==> config.mk <==
export PLATFORM = sky130hd
export DESIGN_NAME = ov5640_init_sequencer
export DESIGN_NICKNAME = d
export VERILOG_FILES = /design/src/rtl/ov5640_pkg.sv /design/src/rtl/ms_timer.sv /design/src/rtl/ov5640_init_sequencer.sv
export SDC_FILE = /design/constraint.sdc
export NUM_CORES = 1
export LEC_CHECK = 0
export ABC_AREA = 1
export BUFFER_PORTS_ARGS = -buffer_cell sky130_fd_sc_hd__buf_2
export CORE_MARGIN = 5
export CORE_UTILIZATION = 25
export CTS_CLUSTER_DIAMETER = 120
export CTS_CLUSTER_SIZE = 40
export DETAILED_ROUTE_END_ITERATION = 10
export SYNTH_ARGS = -nofsm -noshare
export SYNTH_HDL_FRONTEND = slang
export SYNTH_SLANG_ARGS = --single-unit
==> constraint.sdc <==
create_clock -name clk -period 2.1 [get_ports clk]
set_input_delay 0.315 -clock clk [delete_from_list [all_inputs] [get_ports clk]]
set_output_delay 0.315 -clock clk [all_outputs]
set_load 0.05 [all_outputs]
==> src/rtl/ov5640_pkg.sv <==
// Shared definitions for the OV5640 boot-time register sequencer.
// Table entries are 32-bit words {op, sub_addr, data}. The opcodes are
// WRITE (write data to sub_addr), DELAY (wait data ms) and END (sequence
// complete); any other opcode is a fatal table error.
// Optional feature macro: SCCB_VERIFY_EN adds the read-back verify states.
package ov5640_pkg;

    localparam logic [7:0] OP_WRITE = 8'h00;
    localparam logic [7:0] OP_DELAY = 8'h01;
    localparam logic [7:0] OP_END   = 8'hFF;

    typedef struct packed {
        logic [7:0]  op;
        logic [15:0] sub_addr;
        logic [7:0]  data;
    } init_entry_t;

    typedef enum logic [3:0] {
        ST_IDLE,
        ST_PWRWAIT,
        ST_FETCH,
        ST_DECODE,
        ST_ISSUE,
        ST_ACK_WAIT,
        ST_DELAY,
        ST_NEXT,
        ST_DONE,
        ST_FAIL
`ifdef SCCB_VERIFY_EN
        ,
        ST_VERIFY,
        ST_VWAIT
`endif
    } state_t;

endpackage

==> src/rtl/ms_timer.sv <==
// Millisecond timer shared by the power-up wait and the table DELAY entries.
// A prescaler produces a tick every CLK_FREQ_HZ/1000 clocks; a down-counter
// loaded with a millisecond count decrements on each tick and raises zero
// once it reaches 0. Loading also clears the prescaler, so the first
// millisecond after a load is a full millisecond.
// Ports:
//   clk, rest_n   system clock, asynchronous active-low reset
//   load          load load_val into the ms counter and restart the prescaler
//   load_val      millisecond count to load
//   zero          ms counter is 0
module ms_timer #(
    parameter int CLK_FREQ_HZ = 50_000_000,
    parameter int CW          = 16
) (
    input  logic          clk,
    input  logic          rest_n,
    input  logic          load,
    input  logic [CW-1:0] load_val,
    output logic          zero
);

    localparam int DIV = (CLK_FREQ_HZ / 1000 > 0) ? CLK_FREQ_HZ / 1000 : 1;
    localparam int PW  = $clog2(DIV + 1);

    logic [PW-1:0] presc;
    logic [CW-1:0] ms_cnt;
    logic          tick;

    assign tick = (presc == PW'(DIV - 1));
    assign zero = (ms_cnt == '0);

    // NOTE: state registers use non-blocking assignments so every flop samples
    // the pre-edge values of its neighbours, independent of statement order.
    always_ff @(posedge clk or negedge rest_n) begin
        if (!rest_n) begin
            presc  <= '0;
            ms_cnt <= '0;
        end else if (load) begin
            presc  <= '0;
            ms_cnt <= load_val;
        end else begin
            presc <= tick ? '0 : presc + PW'(1);
            if (tick && !zero) begin
                ms_cnt <= ms_cnt - CW'(1);
            end
        end
    end

endmodule

==> src/rtl/ov5640_init_sequencer.sv <==
// OV5640 boot-time register sequencer. Walks a table of 32-bit entries and
// drives the SCCB controller command interface: one write per WRITE entry,
// millisecond waits for DELAY entries, stop on END or after the last entry.
// NACKed writes are retried up to MAX_RETRY times before giving up.
// Optional feature macro: SCCB_VERIFY_EN -- each acknowledged write is read
// back and compared; a mismatch counts as a failed attempt.
// Ports:
//   clk, rest_n          system clock, asynchronous active-low reset
//   start                one-cycle pulse, accepted in IDLE/DONE/FAIL
//   busy                 sequence running
//   init_done/init_fail  sticky completion flags; fail_index = failing entry
//   tbl_index/tbl_entry  table read port (one cycle read latency)
//   device_addr, sub_addr, write, read, write_data   SCCB command side
//   request_done, error, read_data, resp_valid        SCCB status side
//   resp_ready           always ready for responses
module ov5640_init_sequencer
    import ov5640_pkg::*;
#(
    parameter int          CLK_FREQ_HZ    = 50_000_000,
    parameter logic [7:0]  DEVICE_ADDR    = 8'h78,
    parameter int          TABLE_DEPTH    = 256,
    parameter int          MAX_RETRY      = 3,
    parameter int          START_DELAY_MS = 20,
    localparam int         IW             = $clog2(TABLE_DEPTH)
) (
    input  logic          clk,
    input  logic          rest_n,
    input  logic          start,
    output logic          busy,
    output logic          init_done,
    output logic          init_fail,
    output logic [IW-1:0] fail_index,
    output logic [IW-1:0] tbl_index,
    input  logic [31:0]   tbl_entry,
    output logic [7:0]    device_addr,
    output logic [15:0]   sub_addr,
    output logic          write,
    output logic          read,
    output logic [7:0]    write_data,
    input  logic          request_done,
    input  logic [7:0]    read_data,
    input  logic          resp_valid,
    output logic          resp_ready,
    input  logic          error
);

    localparam int RW = $clog2(MAX_RETRY + 2);

    state_t        state;
    init_entry_t   ent;
    logic [RW-1:0] retry_cnt;
    logic          seen_busy;   // controller has dropped request_done since our pulse
    logic          tmr_load;
    logic [15:0]   tmr_val;
    logic          tmr_zero;

    assign ent         = init_entry_t'(tbl_entry);
    assign device_addr = DEVICE_ADDR;
    assign resp_ready  = 1'b1;

    // The timer is loaded on the same edge that enters PWRWAIT or DELAY, so
    // the first cycle in those states already sees the loaded count.
    // NOTE: every output of this block gets a default first; otherwise paths
    // that skip an assignment would infer latches.
    always_comb begin
        tmr_load = 1'b0;
        tmr_val  = 16'(START_DELAY_MS);
        case (state)
            ST_IDLE, ST_DONE, ST_FAIL: tmr_load = start;
            ST_DECODE: begin
                if (ent.op == OP_DELAY) begin
                    tmr_load = 1'b1;
                    tmr_val  = {8'h00, ent.data};
                end
            end
            default: ;
        endcase
    end

    ms_timer #(
        .CLK_FREQ_HZ(CLK_FREQ_HZ),
        .CW         (16)
    ) u_ms_timer (
        .clk     (clk),
        .rest_n  (rest_n),
        .load    (tmr_load),
        .load_val(tmr_val),
        .zero    (tmr_zero)
    );

`ifdef SCCB_VERIFY_EN
    logic read_q;
    assign read = read_q;
`else
    logic unused_verify;
    assign read          = 1'b0;
    assign unused_verify = ^{read_data, resp_valid};
`endif

    always_ff @(posedge clk or negedge rest_n) begin
        if (!rest_n) begin
            state      <= ST_IDLE;
            busy       <= 1'b0;
            init_done  <= 1'b0;
            init_fail  <= 1'b0;
            fail_index <= '0;
            tbl_index  <= '0;
            sub_addr   <= '0;
            write_data <= '0;
            write      <= 1'b0;
            retry_cnt  <= '0;
            seen_busy  <= 1'b0;
`ifdef SCCB_VERIFY_EN
            read_q     <= 1'b0;
`endif
        end else begin
            write <= 1'b0;
`ifdef SCCB_VERIFY_EN
            read_q <= 1'b0;
`endif
            case (state)
                ST_IDLE, ST_DONE, ST_FAIL: begin
                    if (start) begin
                        state     <= ST_PWRWAIT;
                        busy      <= 1'b1;
                        init_done <= 1'b0;
                        init_fail <= 1'b0;
                        tbl_index <= '0;
                        retry_cnt <= '0;
                    end
                end
                ST_PWRWAIT: if (tmr_zero) state <= ST_FETCH;
                ST_FETCH:   state <= ST_DECODE;
                ST_DECODE: begin
                    sub_addr   <= ent.sub_addr;
                    write_data <= ent.data;
                    case (ent.op)
                        OP_WRITE: state <= ST_ISSUE;
                        OP_DELAY: state <= ST_DELAY;
                        OP_END: begin
                            state     <= ST_DONE;
                            init_done <= 1'b1;
                            busy      <= 1'b0;
                        end
                        default: begin
                            state      <= ST_FAIL;
                            init_fail  <= 1'b1;
                            busy       <= 1'b0;
                            fail_index <= tbl_index;
                        end
                    endcase
                end
                ST_ISSUE: begin
                    if (request_done) begin
                        write     <= 1'b1;
                        seen_busy <= 1'b0;
                        state     <= ST_ACK_WAIT;
                    end
                end
                ST_ACK_WAIT: begin
                    // request_done is still high from before the pulse; only
                    // its return after going low marks completion.
                    if (!seen_busy) begin
                        if (!request_done) seen_busy <= 1'b1;
                    end else if (request_done) begin
                        if (!error) begin
`ifdef SCCB_VERIFY_EN
                            state <= ST_VERIFY;
`else
                            state <= ST_NEXT;
`endif
                        end else if (retry_cnt < RW'(MAX_RETRY)) begin
                            retry_cnt <= retry_cnt + RW'(1);
                            state     <= ST_ISSUE;
                        end else begin
                            state      <= ST_FAIL;
                            init_fail  <= 1'b1;
                            busy       <= 1'b0;
                            fail_index <= tbl_index;
                        end
                    end
                end
`ifdef SCCB_VERIFY_EN
                ST_VERIFY: begin
                    if (request_done) begin
                        read_q <= 1'b1;
                        state  <= ST_VWAIT;
                    end
                end
                ST_VWAIT: begin
                    if (resp_valid) begin
                        if (!error && read_data == write_data) begin
                            state <= ST_NEXT;
                        end else if (retry_cnt < RW'(MAX_RETRY)) begin
                            retry_cnt <= retry_cnt + RW'(1);
                            state     <= ST_ISSUE;
                        end else begin
                            state      <= ST_FAIL;
                            init_fail  <= 1'b1;
                            busy       <= 1'b0;
                            fail_index <= tbl_index;
                        end
                    end
                end
`endif
                ST_DELAY: if (tmr_zero) state <= ST_NEXT;
                ST_NEXT: begin
                    retry_cnt <= '0;
                    // Running off the end of the table without END is a success.
                    if (tbl_index == IW'(TABLE_DEPTH - 1)) begin
                        state     <= ST_DONE;
                        init_done <= 1'b1;
                        busy      <= 1'b0;
                    end else begin
                        tbl_index <= tbl_index + IW'(1);
                        state     <= ST_FETCH;
                    end
                end
                default: state <= ST_IDLE;
            endcase
        end
    end

endmodule

# == After elaboration in Yosys (flattened, before gate mapping) ==
# Index checks and enable logic that the tools add are counted.
# word_totals
ff_bits,84
inputBits,46
# classes
n_lt_le_gt_ge,1
add_sub_neg,4
eq_ne,27
n_reduce_logical,24
n_mux,58
# op_table
cell,count
$mux W8,9
$mux W16,4
$mux W4,9
$pmux W4 S8,1
$pmux W8 S2,2
$ne A2 B2 Y1 const B,12
$mux W1,21
$reduce_and A6 Y1,3
$add A16 B1 Y16 const B,1
$eq A16 B16 Y1 const B,1
$eq A4 B3 Y1 const B,4
$eq A8 B8 Y1 const B,2
$logic_not A16 Y1,1
$sub A16 B1 Y16 const B,1
$mux W3,5
$pmux W4 S3,1
$pmux W3 S3,1
$reduce_bool A3 Y1,3
$add A8 B1 Y8 const B,1
$eq A4 B2 Y1 const B,2
$eq A4 B4 Y1 const B,2
$eq A8 B1 Y1 const B,1
$logic_not A8 Y1,1
$reduce_and A8 Y1,1
18 further kinds,25

# == Depth between registers and ports, before layout ==
# depth
depth_word,6
mapped_depth,11
depth_no_buf,10

# == By module ==
# Synthesis repeated with hierarchy kept, for this count alone.
# hier_totals
hier_cells,668
hier_area_um2,4764.6
# by_module_without_submodules
module,area_per_inst_um2,n_inst,seq_area_each_um2,cells_per_inst
ov5640_init_sequencer,2648.8,1,1301.2,354
ms_timer,2115.8,1,800.8,314

# == Worst setup path before layout ==
# No wires, ideal clock.
# synth_path
kind,register to register
start,reg tbl_index[0]
end,reg busy
path_stages_with_launch,11
synth_period_minus_slack_ps,1774
setup_time_ps,121
arrival_ps,1653
path_buffers,0
path_slack_ps,326
required_ps,1979
path_cell_list,dfrtp_1 > ha_1 > nand2_1 > nor2_1 > nand2_1 > nand2_1 > nand2_1 > nor2_1 > nand2_1 > nand2_1 > nand2_1
# synth_between
elab_chain_len,3
# synth_lines
element,line_no,rtl
from (decl),ov5640_init_sequencer.sv:33,"output logic [IW-1:0] tbl_index,"
from (signal assigned),ov5640_init_sequencer.sv:215,tbl_index <= tbl_index + IW'(1);
$eq A8 B8 Y1,ov5640_init_sequencer.sv:210,if (tbl_index == IW'(TABLE_DEPTH - 1)) begin
$ne A2 B2 Y1 (no line),--,
$reduce_and A8 Y1 (no line),--,
to (signal assigned),ov5640_init_sequencer.sv:148,busy <= 1'b0;
to (signal assigned),ov5640_init_sequencer.sv:178,busy <= 1'b0;
to (signal assigned),ov5640_init_sequencer.sv:213,busy <= 1'b0;
to (decl),ov5640_init_sequencer.sv:29,"output logic busy,"
# No other way between the ends.
# A chain may end at the register's enable or synchronous reset.

# == Worst setup path in the final report ==
# layout_path
start,reg state[0]
end,reg u_ms_timer.presc[10]
# layout_between
elab_chain_len,4
word_cells_on_any_way,7
classes_between,eq/ne (3); mux (2); reduce/logical (2)
# layout_lines
element,line_no,rtl
from (decl),ov5640_init_sequencer.sv:49,state_t state;
from (signal assigned),ov5640_init_sequencer.sv:102,state <= ST_IDLE;
from (signal assigned),ov5640_init_sequencer.sv:124,state <= ST_PWRWAIT;
from (signal assigned),ov5640_init_sequencer.sv:132,ST_PWRWAIT: if (tmr_zero) state <= ST_FETCH;
$eq A4 B4 Y1 or $logic_not A4 Y1 (tied branches),ov5640_init_sequencer.sv:68,case (state)
$reduce_or A3 Y1,ov5640_init_sequencer.sv:68,
$pmux W1 S2 *,ov5640_init_sequencer.sv:68,
$mux W16 *,ms_timer.sv:38,end else if (load) begin
to (signal assigned),ms_timer.sv:42,presc <= tick ? '0 : presc + PW'(1);
to (decl),ms_timer.sv:25,logic [PW-1:0] presc;
# Every way passes the cells marked *; elsewhere a longest branch is shown, timed or not.

==> load_flow_metrics.sql <==
INSERT INTO impl_metrics (metric_group, metric, value, unit) VALUES
('finish', 'post_route_cells_drive_above_1_share', '15.4', '%'),
('synthesis', 'postSynthRegisterBits', '84', ''),
('drt', 'post_drt_via_cell_ratio', '4.21', ''),
('drt', 'postRouteWirelength', '11.7', 'mm'),
('global_route', 'groute.usage.overall', '11.2', '%'),
('setup_path', 'r2r.worst_path.cells', '7', ''),
('placement', 'port_buffers', '80', ''),
('hold_path', 'hold_depth', '3', ''),
('finish', 'register_area', '2100', 'µm²'),
('setup_path', 'endpoint_arrival_time_on_the_critical_path', '2.06', 'ns'),
('power', 'comb_power_share', '47.5', '%'),
('drt', 'drc_violation_count_after_routing', '0', ''),
('finish', 'areaGrowthSynthToFinish', '20.9', '%'),
('synthesis', 'ys.warnings.count', '0', ''),
('global_route', 'overflow', '0', ''),
('timing', 'final_worst_path_period_share', '86.9', '%'),
('finish', 'fillCellCount', '2112', ''),
('timing', 'post-route-min-period', '1.83', 'ns'),
('synthesis', 'postSynth.topFlopCell', 'sky130_fd_sc_hd__dfrtp_1', ''),
('floorplan', 'i_o_pins', '100', ''),
('clock_tree', 'worstSkewPairLatency', '0.36', 'ns'),
('floorplan', 'die_area', '22200', 'µm²'),
('clock_tree', 'cts_inserted_buffers', '9', ''),
('setup_path', 'critPathRequiredTime', '2.33', 'ns'),
('finish', 'multi_input_comb_area', '2370', 'µm²'),
('synthesis', 'synthCells', '686', ''),
('timing', 'fmax', '548', 'MHz'),
('timing', 'hold_viol', '0', ''),
('drt', 'drt_iter0_drc', '238', ''),
('setup_path', 'crit_start', 'state[0]$_DFFE_PN0P_', ''),
('power', 'net-switching-power', '3.75', 'mW'),
('timing', 'fin_setup_tns', '0', 'ns'),
('global_route', 'grt_max_degree', '49', ''),
('setup_path', 'worstSetupPathType', 'reg -> reg', ''),
('clock_tree', 'ctsLongestPathBuffers', '2', ''),
('timing', 'final-setup-viol-count', '0', ''),
('timing', 'timing.final.max_slew_violations', '0', ''),
('synthesis', 'synthDistinctLibCells', '32', ''),
('hold_path', 'whs_endpoint', 'sub_addr[4]$_DFFE_PN0P_', ''),
('finish', 'insertedDiodeCount', '0', ''),
('placement', 'gp_routability_congestion', '0.813', ''),
('timing', 'grt_setup_unrepaired', 'no', ''),
('global_route', 'grt_first_pass_wirelength', '20.2', 'mm'),
('floorplan', 'rows', '50', ''),
('power', 'leakage', '3.16', 'nW'),
('timing', 'timing.clock.skew', '0.0108', 'ns'),
('run', 'max_cap_violations', '0', ''),
('drt', 'ant_nets', '0', ''),
('clock_tree', 'clock_sink_count', '84', ''),
('clock_tree', 'cts.reportedPaths.clkPinSlew', '0.07', 'ns'),
('drt', 'avgRoutedWirePerCell', '11.2', 'µm'),
('global_route', 'initial_antenna_violation_count', '0', ''),
('clock_tree', 'cts.root.buffer_cell', 'sky130_fd_sc_hd__clkbuf_16', ''),
('setup_path', 'critical_path.startpoint_type', 'flop', ''),
('power', 'powerDensity', '1350', 'nW/µm²'),
('placement', 'dpl_worst_slack', '0.249', 'ns'),
('placement', 'detailed_place_hpwl', '8.53', 'mm'),
('power', 'internal-power', '4.13', 'mW'),
('setup_path', 'r2r_slack', '0.27', 'ns'),
('drt', 'detailedRoute.firstPassIterationCount', '4', ''),
('power', 'power.share.sequential', '30.5', '%'),
('setup_path', 'worst-path-max-fanout', '19', ''),
('setup_path', 'crit_path_end_kind', 'flop', ''),
('clock_tree', 'ctsResizeCount', '0', ''),
('finish', 'finish.net_count', '824', ''),
('run_status', 'outcome', 'finished clean', ''),
('power', 'power.switching_fraction', '47.5', '%'),
('floorplan', 'die-width', '149', 'µm'),
('power', 'clock_network_fraction_of_design_power', '22.1', '%'),
('drt', 'vias', '4365', ''),
('setup_path', 'rr_endpoint', 'u_ms_timer.presc[10]$_DFF_PN0_', '');
worst max-delay path, stage by stage (launching register included):
cell and delay (ns):
sky130_fd_sc_hd__dfrtp_1 0.46, sky130_fd_sc_hd__nand2_2 0.16, sky130_fd_sc_hd__nor2_8 0.26, sky130_fd_sc_hd__nand3_4 0.20, sky130_fd_sc_hd__nand2_8 0.20, sky130_fd_sc_hd__inv_6 0.11, sky130_fd_sc_hd__nand2_1 0.22, sky130_fd_sc_hd__nor2_1 0.08
cell usage in the layout (no fill, tap or decap), types with 10 or more instances in the layout:
cell type                 count
sky130_fd_sc_hd__buf_2       79
sky130_fd_sc_hd__conb_1      10
sky130_fd_sc_hd__dfrtp_1     84
sky130_fd_sc_hd__inv_1       62
sky130_fd_sc_hd__nand2_1    264
sky130_fd_sc_hd__nand3_1     73
sky130_fd_sc_hd__nor2_1      93
sky130_fd_sc_hd__o21ai_0     23
sky130_fd_sc_hd__xor2_1      13
synthesized netlist by cell type, types with 3 or more instances:
master / number / area (µm²)
sky130_fd_sc_hd__nor2_1: 93 / 349
sky130_fd_sc_hd__nand4_1: 4 / 25.0
sky130_fd_sc_hd__nor3_1: 9 / 45.0
sky130_fd_sc_hd__nand3b_1: 5 / 37.5
sky130_fd_sc_hd__o21bai_1: 3 / 22.5
sky130_fd_sc_hd__o21ai_0: 23 / 115
sky130_fd_sc_hd__buf_4: 11 / 82.6
sky130_fd_sc_hd__ha_1: 5 / 62.6
sky130_fd_sc_hd__nand3_1: 73 / 365
sky130_fd_sc_hd__inv_2: 3 / 11.3
sky130_fd_sc_hd__xor2_1: 13 / 114
sky130_fd_sc_hd__inv_1: 62 / 233
sky130_fd_sc_hd__nand2_2: 3 / 18.8
sky130_fd_sc_hd__buf_2: 5 / 25.0
sky130_fd_sc_hd__nand2_1: 264 / 991
sky130_fd_sc_hd__nor2_2: 3 / 18.8
sky130_fd_sc_hd__dfrtp_1: 84 / 2100
logic make-up after synthesis:
group	share of synthesized area (%)
xor gates and xnor gates	2.72
and+or+nand+nor	40.8
buffers and inverters	8.23
DFF	43.5
adders and majority gates	1.29
other	0.155
AOI/OAI and AO/OA	3.36
area by class of cell:
class                           count  share of cell area [%]
Clock buffer                       11                    3.98
Clock inverter                      5                    1.46
Multi-Input combinational cell    523                    40.5
Inverter                           67                    4.39
Timing Repair Buffer               88                    8.18
Sequential cell                    84                    36.0
Tap cell                          260                    5.57
registers in the layout (all words and copies together) (netlist names):
signal	flops
init_fail	1
u_ms_timer.ms_cnt	16
write	1
state	4
u_ms_timer.presc	16
retry_cnt	3
busy	1
seen_busy	1
fail_index	8
write_data	8
sub_addr	16
init_done	1
tbl_index	8
metrics by stage:
stage	utilization (%)	instances	area (µm²)	power, mW	hold slack (ns)
finish	30.9	1038	5850	7.88	0.156
detailed placement	29.2	1021	5520	6.20	0.203
floorplan	-	694	4870	5.38	0.0194
global route	30.9	1038	5850	8.58	0.162
global placement	29.2	1021	5520	6.16	0.205
CTS	30.9	1038	5850	7.98	0.151
how the worst max path moves through the flow:
stage,slack (ns),to
floorplan,0.33,busy$_DFFE_PN0P_
global placement,0.26,u_ms_timer.presc[10]$_DFF_PN0_
detailed placement,0.25,u_ms_timer.presc[14]$_DFF_PN0_
CTS,0.23,u_ms_timer.presc[10]$_DFF_PN0_
global route,0.08,u_ms_timer.ms_cnt[0]$_DFFE_PN0P_
finish,0.27,u_ms_timer.presc[10]$_DFF_PN0_
power groups by stage:
| stage | Combinational (mW) | Sequential, mW | Clock, mW |
|---|---|---|---|
| floorplan | 2.06 | 3.31 | 0 |
| global placement | 3.74 | 2.42 | 0 |
| detailed placement | 3.78 | 2.42 | 0 |
| CTS | 3.79 | 2.40 | 1.79 |
| global route | 4.24 | 2.47 | 1.86 |
| finish | 3.74 | 2.40 | 1.74 |
layer usage:
metal / up-vias / wire (µm) / GRT usage (%) / share of wire, %
li1: 2293 / - / - / -
met1: 1973 / 5640 / 14.3 / 48
met2: 86 / 5210 / 18.4 / 45
met3: 13 / 669 / 3.07 / 5.7
met4: 0 / 133 / 3.30 / 1.1
met5: - / 0 / 0 / 0
what timing repair did:
item / in CTS / in global routing
endpoints found under the hold margin: 16 / 0
buffers inserted: 0 / 0
hold buffers: 1 / 0
Power figures use the tool's default switching activity.
